`config.mk`:
```
export PLATFORM = sky130hd
export DESIGN_NAME = matrix_accumulate_sequencer
export DESIGN_NICKNAME = d
export VERILOG_FILES = /design/src/rtl/mau_pkg.sv /design/src/rtl/mau_term_counter.sv /design/src/rtl/matrix_accumulate_sequencer.sv
export SDC_FILE = /design/constraint.sdc
export NUM_CORES = 1
export LEC_CHECK = 0
export CAP_MARGIN = 20
export CORE_MARGIN = 3
export CORE_UTILIZATION = 47
export DETAILED_ROUTE_END_ITERATION = 6
export HOLD_SLACK_MARGIN = 0.02
export PLACE_DENSITY = 0.8
export SLEW_MARGIN = 5
export SYNTH_ARGS = -nofsm -noshare
export SYNTH_HDL_FRONTEND = slang
export SYNTH_SLANG_ARGS = --single-unit
```
`constraint.sdc`:
```
create_clock -name clock -period 2.9 [get_ports clock]
set_input_delay 0.435 -clock clock [delete_from_list [all_inputs] [get_ports clock]]
set_output_delay 0.435 -clock clock [all_outputs]
set_load 0.02 [all_outputs]
```
`src/rtl/mau_pkg.sv`:
```
// Shared types and widths for the matrix accumulate sequencer and its term counter.
package mau_pkg;

  typedef enum logic [1:0] {IDLE, ACCUM, DONE} mau_seq_state_t;

  localparam int MAU_DATA_WIDTH = 64;
  localparam int MAU_LEN_WIDTH  = 8;

endpackage

```
`src/rtl/mau_term_counter.sv`:
```
// Tracks the terms still owed to the current job and the terms already summed.
module mau_term_counter
  import mau_pkg::*;
#(
  parameter int LEN_WIDTH = MAU_LEN_WIDTH
) (
  input  logic                 clock,
  input  logic                 reset,
  input  logic                 load_i,
  input  logic [LEN_WIDTH-1:0] len_i,
  input  logic                 beat_i,
  output logic                 last_o,
  output logic [LEN_WIDTH-1:0] count_o
);

  logic [LEN_WIDTH-1:0] remaining_q, remaining_d;
  logic [LEN_WIDTH-1:0] count_q, count_d;

  // A load always restarts the summed count, even for an empty job.
  always_comb begin
    remaining_d = remaining_q;
    count_d     = count_q;
    if (load_i) begin
      remaining_d = len_i;
      count_d     = '0;
    end else if (beat_i) begin
      remaining_d = remaining_q - LEN_WIDTH'(1);
      count_d     = count_q + LEN_WIDTH'(1);
    end
  end

  always_ff @(posedge clock) begin
    if (reset) begin
      remaining_q <= '0;
      count_q     <= '0;
    end else begin
      remaining_q <= remaining_d;
      count_q     <= count_d;
    end
  end

  assign last_o  = (remaining_q == LEN_WIDTH'(1));
  assign count_o = count_q;

endmodule

```
`src/rtl/matrix_accumulate_sequencer.sv`:
```
// Sequences one dot-product job: start with a term count, sum that many partial
// products from the input stream, then hold the result until the consumer takes it.
module matrix_accumulate_sequencer
  import mau_pkg::*;
#(
  parameter int DATA_WIDTH = MAU_DATA_WIDTH,
  parameter int LEN_WIDTH  = MAU_LEN_WIDTH
) (
  input  logic                  clock,
  input  logic                  reset,
  input  logic                  start,
  input  logic [LEN_WIDTH-1:0]  len,
  output logic                  busy,
  input  logic                  in_valid,
  input  logic [DATA_WIDTH-1:0] in_data,
  output logic                  in_ready,
  input  logic                  abort,
  output logic                  out_valid,
  output logic [DATA_WIDTH-1:0] out_data,
  input  logic                  out_ready,
  output logic [LEN_WIDTH-1:0]  out_count
);

  mau_seq_state_t        state_q, state_d;
  logic [DATA_WIDTH-1:0] sum_q, sum_d;
  logic                  load;
  logic                  beat;
  logic                  last;

  assign load = (state_q == IDLE) && start;
  // An abort in the same cycle as a beat wins, so that beat is neither summed nor counted.
  assign beat = (state_q == ACCUM) && in_valid && !abort;

  mau_term_counter #(
    .LEN_WIDTH(LEN_WIDTH)
  ) u_term_counter (
    .clock  (clock),
    .reset  (reset),
    .load_i (load),
    .len_i  (len),
    .beat_i (beat),
    .last_o (last),
    .count_o(out_count)
  );

  always_comb begin
    state_d = state_q;
    sum_d   = sum_q;
    unique case (state_q)
      IDLE: begin
        if (start) begin
          sum_d   = '0;
          state_d = (len != '0) ? ACCUM : DONE;
        end
      end
      ACCUM: begin
        if (abort) begin
          state_d = DONE;
        end else if (in_valid) begin
          sum_d = sum_q + in_data;
          if (last) state_d = DONE;
        end
      end
      DONE: begin
        if (out_ready) state_d = IDLE;
      end
      default: state_d = IDLE;
    endcase
  end

  always_ff @(posedge clock) begin
    if (reset) begin
      state_q <= IDLE;
      sum_q   <= '0;
    end else begin
      state_q <= state_d;
      sum_q   <= sum_d;
    end
  end

  // All handshake outputs decode registered state only.
  assign in_ready  = (state_q == ACCUM);
  assign out_valid = (state_q == DONE);
  assign busy      = (state_q == ACCUM) || (state_q == DONE);
  assign out_data  = sum_q;

endmodule

```
Word level (Yosys, flattened, before mapping)
Cells that the tools add are included.

storage, ports and cells
  bits of input ports = 78
  logic and storage cells = 41
  flip-flop bits (word level) = 82

operators by class
  eq/ne operators = 9
  reduce and logical (&&, ||, !) cells = 12
  add/sub/neg operators = 3
  multiplexer cells = 13

operators with widths
  kind                                                                   number
  64-bit 2-to-1 mux                                                      3
  64-bit one-hot mux with 2 select lines                                 1
  64-bit adder                                                           1
  8-bit 2-to-1 mux                                                       2
  2-bit 2-to-1 mux                                                       6
  8-bit by 1-bit adder with 8-bit output, second input constant          1
  8-bit by 1-bit equality test with 1-bit output, second input constant  1
  4-bit AND reduction                                                    2
  8-bit nonzero test                                                     1
  8-bit by 1-bit subtractor with 8-bit output, second input constant     1
  2-bit != test, second input constant                                   3
  2-bit one-hot mux with 3 select lines                                  1
  2-bit nonzero test                                                     2
  1-bit logical AND                                                      3
  3-bit by 1-bit != test with 1-bit output, second input constant        1
  3-bit by 2-bit != test with 1-bit output, second input constant        1
  2-bit by 1-bit equality test with 1-bit output, second input constant  1
  2-bit equality test, second input constant                             1
  2-bit zero test                                                        1
  2-bit by 1-bit != test with 1-bit output, second input constant        1
  2-bit OR reduction                                                     1
  1-bit zero test                                                        1
  1-bit logical OR                                                       1

Longest topological paths before layout
  depth after elaboration = 5
  depth in mapped cells = 13
  mapped depth without buffers = 13

By module
From an unflattened synthesis, not the netlist that was laid out.

unflattened totals
  cells, all modules = 881
  area, all modules = 7050.5 µm²

modules (own cells, without submodules)
  module                       cells an instance  times used  sequential area each (µm²)  area an instance (µm²)
  matrix_accumulate_sequencer  785                1           1321.3                      6203.4
  mau_term_counter             96                 1           320.3                       847.1

Worst setup path after synthesis
Ideal clock, no wire load.

  path kind = reg2reg
  start point = register sum_q[0] (netlist: out_data[0])
  end point = register sum_q[56] (netlist: out_data[56])
  path slack = 0.058 ns
  arrival time = 2.767 ns
  required time = 2.826 ns
  cell stages (with the launch flop) = 14
  period minus slack after synthesis = 2.842 ns
  setup time = 0.074 ns
  cells stage by stage = dfxtp_1 > ha_1 > inv_1 > fa_1 > nor2b_1 > o2111ai_1 > a21o_1 > and2_1 > o31ai_4 > a31oi_1 > a21oi_2 > a31oi_1 > xor2_1 > o21ai_0

on the way
  longest elaborated chain between the ends = 4

ends and longest elaborated chain
  what                                    line                               text
  from (decl)                             matrix_accumulate_sequencer.sv:25  logic [DATA_WIDTH-1:0] sum_q, sum_d;
  from (signal assigned)                  matrix_accumulate_sequencer.sv:77  sum_q <= sum_d;
  64-bit adder                            matrix_accumulate_sequencer.sv:60  sum_d = sum_q + in_data;
  64-bit 2-to-1 mux                       matrix_accumulate_sequencer.sv:59  end else if (in_valid) begin
  64-bit 2-to-1 mux                       matrix_accumulate_sequencer.sv:57  if (abort) begin
  64-bit one-hot mux with 2 select lines  matrix_accumulate_sequencer.sv:49  unique case (state_q)

No other way between the ends. The select of a mux whose other input is x is not followed.
A chain may end at the register's enable or synchronous reset.

Worst setup path after layout
  start point = register sum_q[31] (netlist: out_data[31])
  end point = register sum_q[49] (netlist: out_data[49])

Same word-level chain as after synthesis.

==> flow_summary_export.csv <==
group,metric,value,unit
worst_hold_path,holdPathEnd,"out_data[5]",
layout,nets,1326,
sta,relSlewSlack,50.3,%
grt,grt.overflow.total,0,
layout,diodes,0,
synthesis,synth_edf_count,0,
sta,post-route-period-util,99.2,%
clocking,clockBufferDepth,2,
floorplanning,io_pins,153,
sta,fin_ws,0.0232,ns
detailed_routing,routed_via_density,5.81,
critical_path,r2r_end,"out_data[49]",
floorplanning,fp.dieW,126,um
clocking,cts-htree-levels,3,
run_status,status,"finished clean",
layout,fillerInstances,989,
worst_hold_path,worstHoldStart,"out_data[5]",
detailed_routing,dr.first_iter.drc_count,562,
grt,antenna_found_initial,0,
critical_path,crit_type,"reg2reg",
placed_design,io_buffers,152,
synthesis,synthDominantCellAreaShare,24.2,%
layout,syn2layout_area_growth,56.3,%
sta,period_needed,2.88,ns
grt,grt_max_degree,33,
layout,final_cell_mix,"179 x buf_4, 138 x clkdlybuf4s50_1, 99 x nand2_1",
critical_path,r2r_slack,0.02,ns
critical_path,path_max_fanout,5,
sta,finalMaxSlewViolations,0,
detailed_routing,drc,0,
power,p_leak,0.00470,uW
synthesis,synth_flop_cell,"dfxtp_1",
synthesis,async_flop_share,0,%
synthesis,synth_area,6780,um^2
sta,hold_viol,0,
synthesis,synthXorXnorAreaFrac,9.17,%
placed_design,place_area,9650,um^2
layout,layout-drive-gt1-share,24.9,%
detailed_routing,post_drt_wl_per_cell,17.2,um
placed_design,place_hpwl,16.7,mm
synthesis,syn_nets,1020,
grt,track_usage,26.9,%
run,cap_viol_max_count,0,
grt,grt_pass1_wl,36.2,mm
synthesis,synth_compound_area_share,29.6,%
worst_hold_path,hp-class,"reg2reg",
sta,rsz0062_at_grt,"yes",
synthesis,synth.mux.area_fraction,0.295,%
synthesis,synth_cell_types,70,
synthesis,ys_seq_elements,82,
floorplanning,coreArea,14000,um^2
clocking,cts_tree,"done",
synthesis,synth-seq-area-share,24.2,%
layout,layout_commonest_cell,"buf_4",
sta,worst_pin_slew,0.736,ns
sta,setup_viol,0,
sta,fmax,348,MHz
synthesis,synth_top_area_cell,"dfxtp_1",
power,p_per_area,551,nW/um^2
critical_path,reg2reg_depth,12,
floorplanning,start_util,48.5,%
clocking,clk_latency,0.36,ns
layout,final_util,75.8,%
detailed_routing,first_pass_iters,5,
critical_path,reg2reg_from,"out_data[31]",
detailed_routing,antenna_left,0,
synthesis,synth_area_per_cell,7.78,um^2
critical_path,cp-start-kind,"flop",
synthesis,synthAdderAreaFrac,13.0,%
critical_path,crit_path_start,"out_data[31]",
placed_design,routabilityCongestion,0.958,
worst_hold_path,hold_depth,2,
detailed_routing,totalWireLength,23.4,mm
placed_design,place_ws,-0.558,ns
layout,design_area,10600,um^2
synthesis,synth_top_family_by_area,"compound AO/OA/AOI/OAI gates",
detailed_routing,via_count,7921,
critical_path,end_kind,"flop",
clocking,cts_root_buf,"clkbuf_16",
critical_path,cp.arrival,3.12,ns
clocking,cts_inserted_buffers,9,
clocking,ctsHoldBuffers,0,
clocking,cts.sinks,82,
synthesis,synth_area_leaders,"dfxtp_1 24%, ha_1 13%, a21oi_1 5.6%",
synthesis,syn_inst,872,
synthesis,ys_warn_count,0,
floorplanning,die_y,126,um
clocking,clk_pin_slew,0.07,ns
sta,fin_worst_skew,0.00684,ns
critical_path,worstPathRequired,3.15,ns
floorplanning,dieArea,15900,um^2
power,peakVddDrop,0.000518,V
synthesis,yosys.area_share.simple,19.9,%
floorplanning,row_count,43,
grt,grt_pass1_vias,7853,
routing by layer:
| metal | share of wire [%] | routed length [um] | vias to the layer above | global-route usage, % |
|---|---|---|---|---|
| met4 | 3.3 | 780 | 0 | 9.09 |
| met5 | 0 | 0 | - | 0 |
| met2 | 48 | 11300 | 344 | 46.0 |
| met1 | 41 | 9680 | 3710 | 33.4 |
| li1 | - | - | 3793 | - |
| met3 | 6.9 | 1610 | 74 | 6.11 |
cell usage after synthesis, drive strengths merged (5+ instances only):
| library cell | count |
|---|---|
| clkbuf | 34 |
| ha | 69 |
| o31ai | 5 |
| o21ai | 67 |
| xor2 | 31 |
| o21bai | 18 |
| or3 | 5 |
| nor4 | 9 |
| a22oi | 26 |
| a211oi | 9 |
| a21o | 44 |
| inv | 24 |
| nand4 | 17 |
| nand2 | 101 |
| o21a | 6 |
| nor3 | 11 |
| nor2b | 6 |
| buf | 8 |
| a221oi | 6 |
| a31oi | 11 |
| and4 | 5 |
| dfxtp | 82 |
| nand3 | 17 |
| a21oi | 78 |
| nor2 | 85 |
| nand2b | 6 |
| xnor2 | 40 |
how the worst max path moves through the flow:
stage | endpoint | slack (ns) | cells after the start
after floorplan | out_data[56] | 0.06 | 13
after detailed placement | out_data[56] | -0.56 | 14
after CTS | out_data[59] | 0.004 | 11
after global placement | out_data[56] | -0.50 | 14
final | out_data[49] | 0.02 | 12
after global routing | out_data[56] | -0.11 | 12
cell families (layout without fill, tap and decap cells):
logic type | Yosys count | in the layout
AOI/OAI and AO/OA | 299 | 299
xor gates and xnor gates | 71 | 71
adders and majority gates | 70 | 70
buffers and inverters | 66 | 377
DFF | 82 | 82
muxes | 2 | 2
and+or+nand+nor | 282 | 282
cell type report:
| type | instances | area, um^2 | area share, % |
|---|---|---|---|
| timing repair buffer | 337 | 2950 | 27.9 |
| clock inverter | 6 | 73.8 | 0.696 |
| multi-input combinational | 724 | 5370 | 50.6 |
| sequential | 82 | 1650 | 15.6 |
| inverter | 24 | 90.1 | 0.850 |
| clock buffer | 10 | 239 | 2.25 |
| tap | 180 | 225 | 2.12 |
power breakdown:
part	total, uW	internal [uW]	switching (uW)	leakage (uW)
Combinational	3170	1480	1690	0.00388
Clock	1240	702	533	0.000154
Sequential	1440	1280	158	0.000667
Total	5840	3460	2380	0.00470
registers in the layout (all words and copies together) (netlist names):
register	count
u_term_counter.count_o	8
state_q	2
out_data	64
u_term_counter.remaining_q	8
timing repair:
| item | CTS | global route |
|---|---|---|
| pin swaps | 21 | 49 |
| resized for setup | 17 | 90 |
| buffers inserted | 5 | 11 |
| endpoints found under the setup margin | 31 | 32 |
critical path, stage by stage, from the launching register on:
cell and delay [ns]:
dfxtp_4 0.36, ha_4 0.28, and2_4 0.14, nand3_2 0.08
or3_4 0.42, nor4_4 0.34, a21oi_2 0.14, buf_4 0.15
o21a_1 0.19, o21a_2 0.24, o31ai_4 0.18, xnor2_1 0.15
o21ai_1 0.08
metrics by stage:
stage          hold slack [ns]  total power, uW  setup TNS [ns]  cells
2_1_floorplan            0.482             3060               0    872
3_3_place_gp             0.456             4260          -14.97   1331
3_5_place_dp             0.469             4320          -18.43   1331
4_1_cts                  0.478             5590               0   1352
5_1_grt                  0.507             6160          -0.819   1363
6_report                 0.486             5840               0   1363
Note: power is estimated with default switching activity, not from simulation.
==> variant (same settings) <==
`sum_q` no longer has a reset.
--- a/src/rtl/matrix_accumulate_sequencer.sv
+++ b/src/rtl/matrix_accumulate_sequencer.sv
@@ -71,11 +71,13 @@
   always_ff @(posedge clock) begin
     if (reset) begin
       state_q <= IDLE;
-      sum_q   <= '0;
     end else begin
       state_q <= state_d;
-      sum_q   <= sum_d;
     end
+  end
+
+  always_ff @(posedge clock) begin
+    sum_q <= sum_d;
   end
 
   // All handshake outputs decode registered state only.
Formal check against the unedited RTL: differs if reset is asserted again (counterexample within 4 cycles, from zero or initial values and one cycle with reset high); with reset held inactive, the same outputs for 4 cycles.
==> variant against the original RTL <==
  * The run now ends with setup timing left
  * Clock skew increased by 7.5 ps
  * Sequential cell count unchanged
  * Worst setup slack got worse by 450 ps
  * Global-route usage increased by 1.6 points
  * Cell area increased by 12%
  * Routed wire length increased by 18%
  * Sequential share of layout area increased by 3.8 points
  * Area after synthesis increased by 4.1%
  * Core utilization increased by 5.2 points
  * Critical endpoint is now out_data[63]
  * Highest routed layer unchanged
Power is not compared: it rests on default switching activity, and its combinational part moved more than twofold at a synthesized area within 25%.
==> variant: results (changes against the original RTL) <==
[status]
outcome = complete, but fails checks
violations = setup timing

[detailed_routing]
wl_met3_um = 2480  ; +54%
wl_per_cell_um = 19.8  ; +15%
wirelength_um = 27600  ; +18%
first_iter_violations = 1114  ; +98%
first_pass_iters = 7  ; +2
viasPerCell = 6.09  ; +4.8%
m1WireLength_um = 10500  ; +8.7%

[timing]
slew_headroom_pct = 48.9  ; -1.4 points
hold_slack_ps = 538  ; +52.1 ps
worst_slack_ps = -428  ; -451 ps
finalSetupViolations = 36  ; +36
setup_tns_ps = -6740  ; -6740 ps
finClkSkew_ps = 14.3  ; +7.45 ps

[global_routing]
grt_pass1_vias = 8026  ; +2.2%
grt_max_degree = 44  ; +33%
grt_util_met2_pct = 48.9  ; +2.9 points
use_met3_pct = 6.35  ; +0.24 points
grtUsageMet1_pct = 35.5  ; +2.0 points

[final_layout]
nets = 1354  ; +2.1%
final_layout_size_suffix_gt1_share_pct = 32.0  ; +7.0 points

[critical_path]
timing.rr.start = out_data[3]
path_max_fanout = 3  ; -2
critPathArrivalTime_ps = 3500  ; +380 ps
worst_path_dominant_cell_family = compound AO/OA/AOI/OAI gates
max_stage_delay_ps = 510  ; +90 ps
r2r-end = out_data[63]
cp_slowest_cell = or4b_1

[cts]
clock_latency_ps = 370
post_cts_buffers = 18  ; +13
ctsResizeCount = 67  ; +50

[placement]
dp_hpwl_um = 17400  ; +3.9%
dp.cells = 1346  ; +1.1%
gp_congestion = 0.953  ; -0.58%
place_area_sq_um = 10500  ; +8.5%
dpl_worst_slack_ps = -825  ; -267 ps

[synth]
synth.area.mux_share_pct = 0.868  ; +0.57 points
synth_fa_ha_area_share_pct = 12.5  ; -0.51 points
synthTopCellsByArea = edfxtp_1 27%, ha_1 12%, a21oi_1 6.1%
synth_xor_area_share_pct = 8.31  ; -0.86 points
synthTopCellsByCount = 105 x nor2_1, 86 x a21oi_1, 73 x nand2_1
synth_seq_area_share_pct = 32.3  ; +8.1 points
syn-num-nets = 975  ; -4.4%
synth_edf_count = 64  ; +64
synth-compound-area-share_pct = 23.1  ; -6.5 points
synth.most_common_cell = nor2_1
avgSynthCellArea_sq_um = 8.54  ; +9.8%
synth_cell_type_count = 64  ; -8.6%

[min_path]
holdPathEnd = state_q[1]
min-delay-start = state_q[1]

[power_and_ir_drop]
power_mw = 15.1

variant: cell count changes after synthesis, sizes merged, moves of 11 or more:
| cell | change |
|---|---|
| dfxtp | -64 |
| o21ai | -20 |
| nand2 | -28 |
| nor2 | +21 |
| clkbuf | -11 |
| a22oi | -26 |
| a21o | -18 |
| edfxtp | +64 |
variant: worst min-delay path: stages (launching register included):
cell and delay (ps):
dfxtp_1 360, a21oi_1 80, nor2_1 70
variant: area by class of cell:
| class | count | area (sq um) |
|---|---|---|
| Clock buffer | 10 | 250 |
| Clock inverter | 6 | 45.0 |
| Fill cell | 811 | 2770 |
| Inverter | 30 | 113 |
| Multi-Input combinational cell | 681 | 5420 |
| Sequential cell | 82 | 2280 |
| Tap cell | 184 | 230 |
| Timing Repair Buffer | 402 | 3480 |
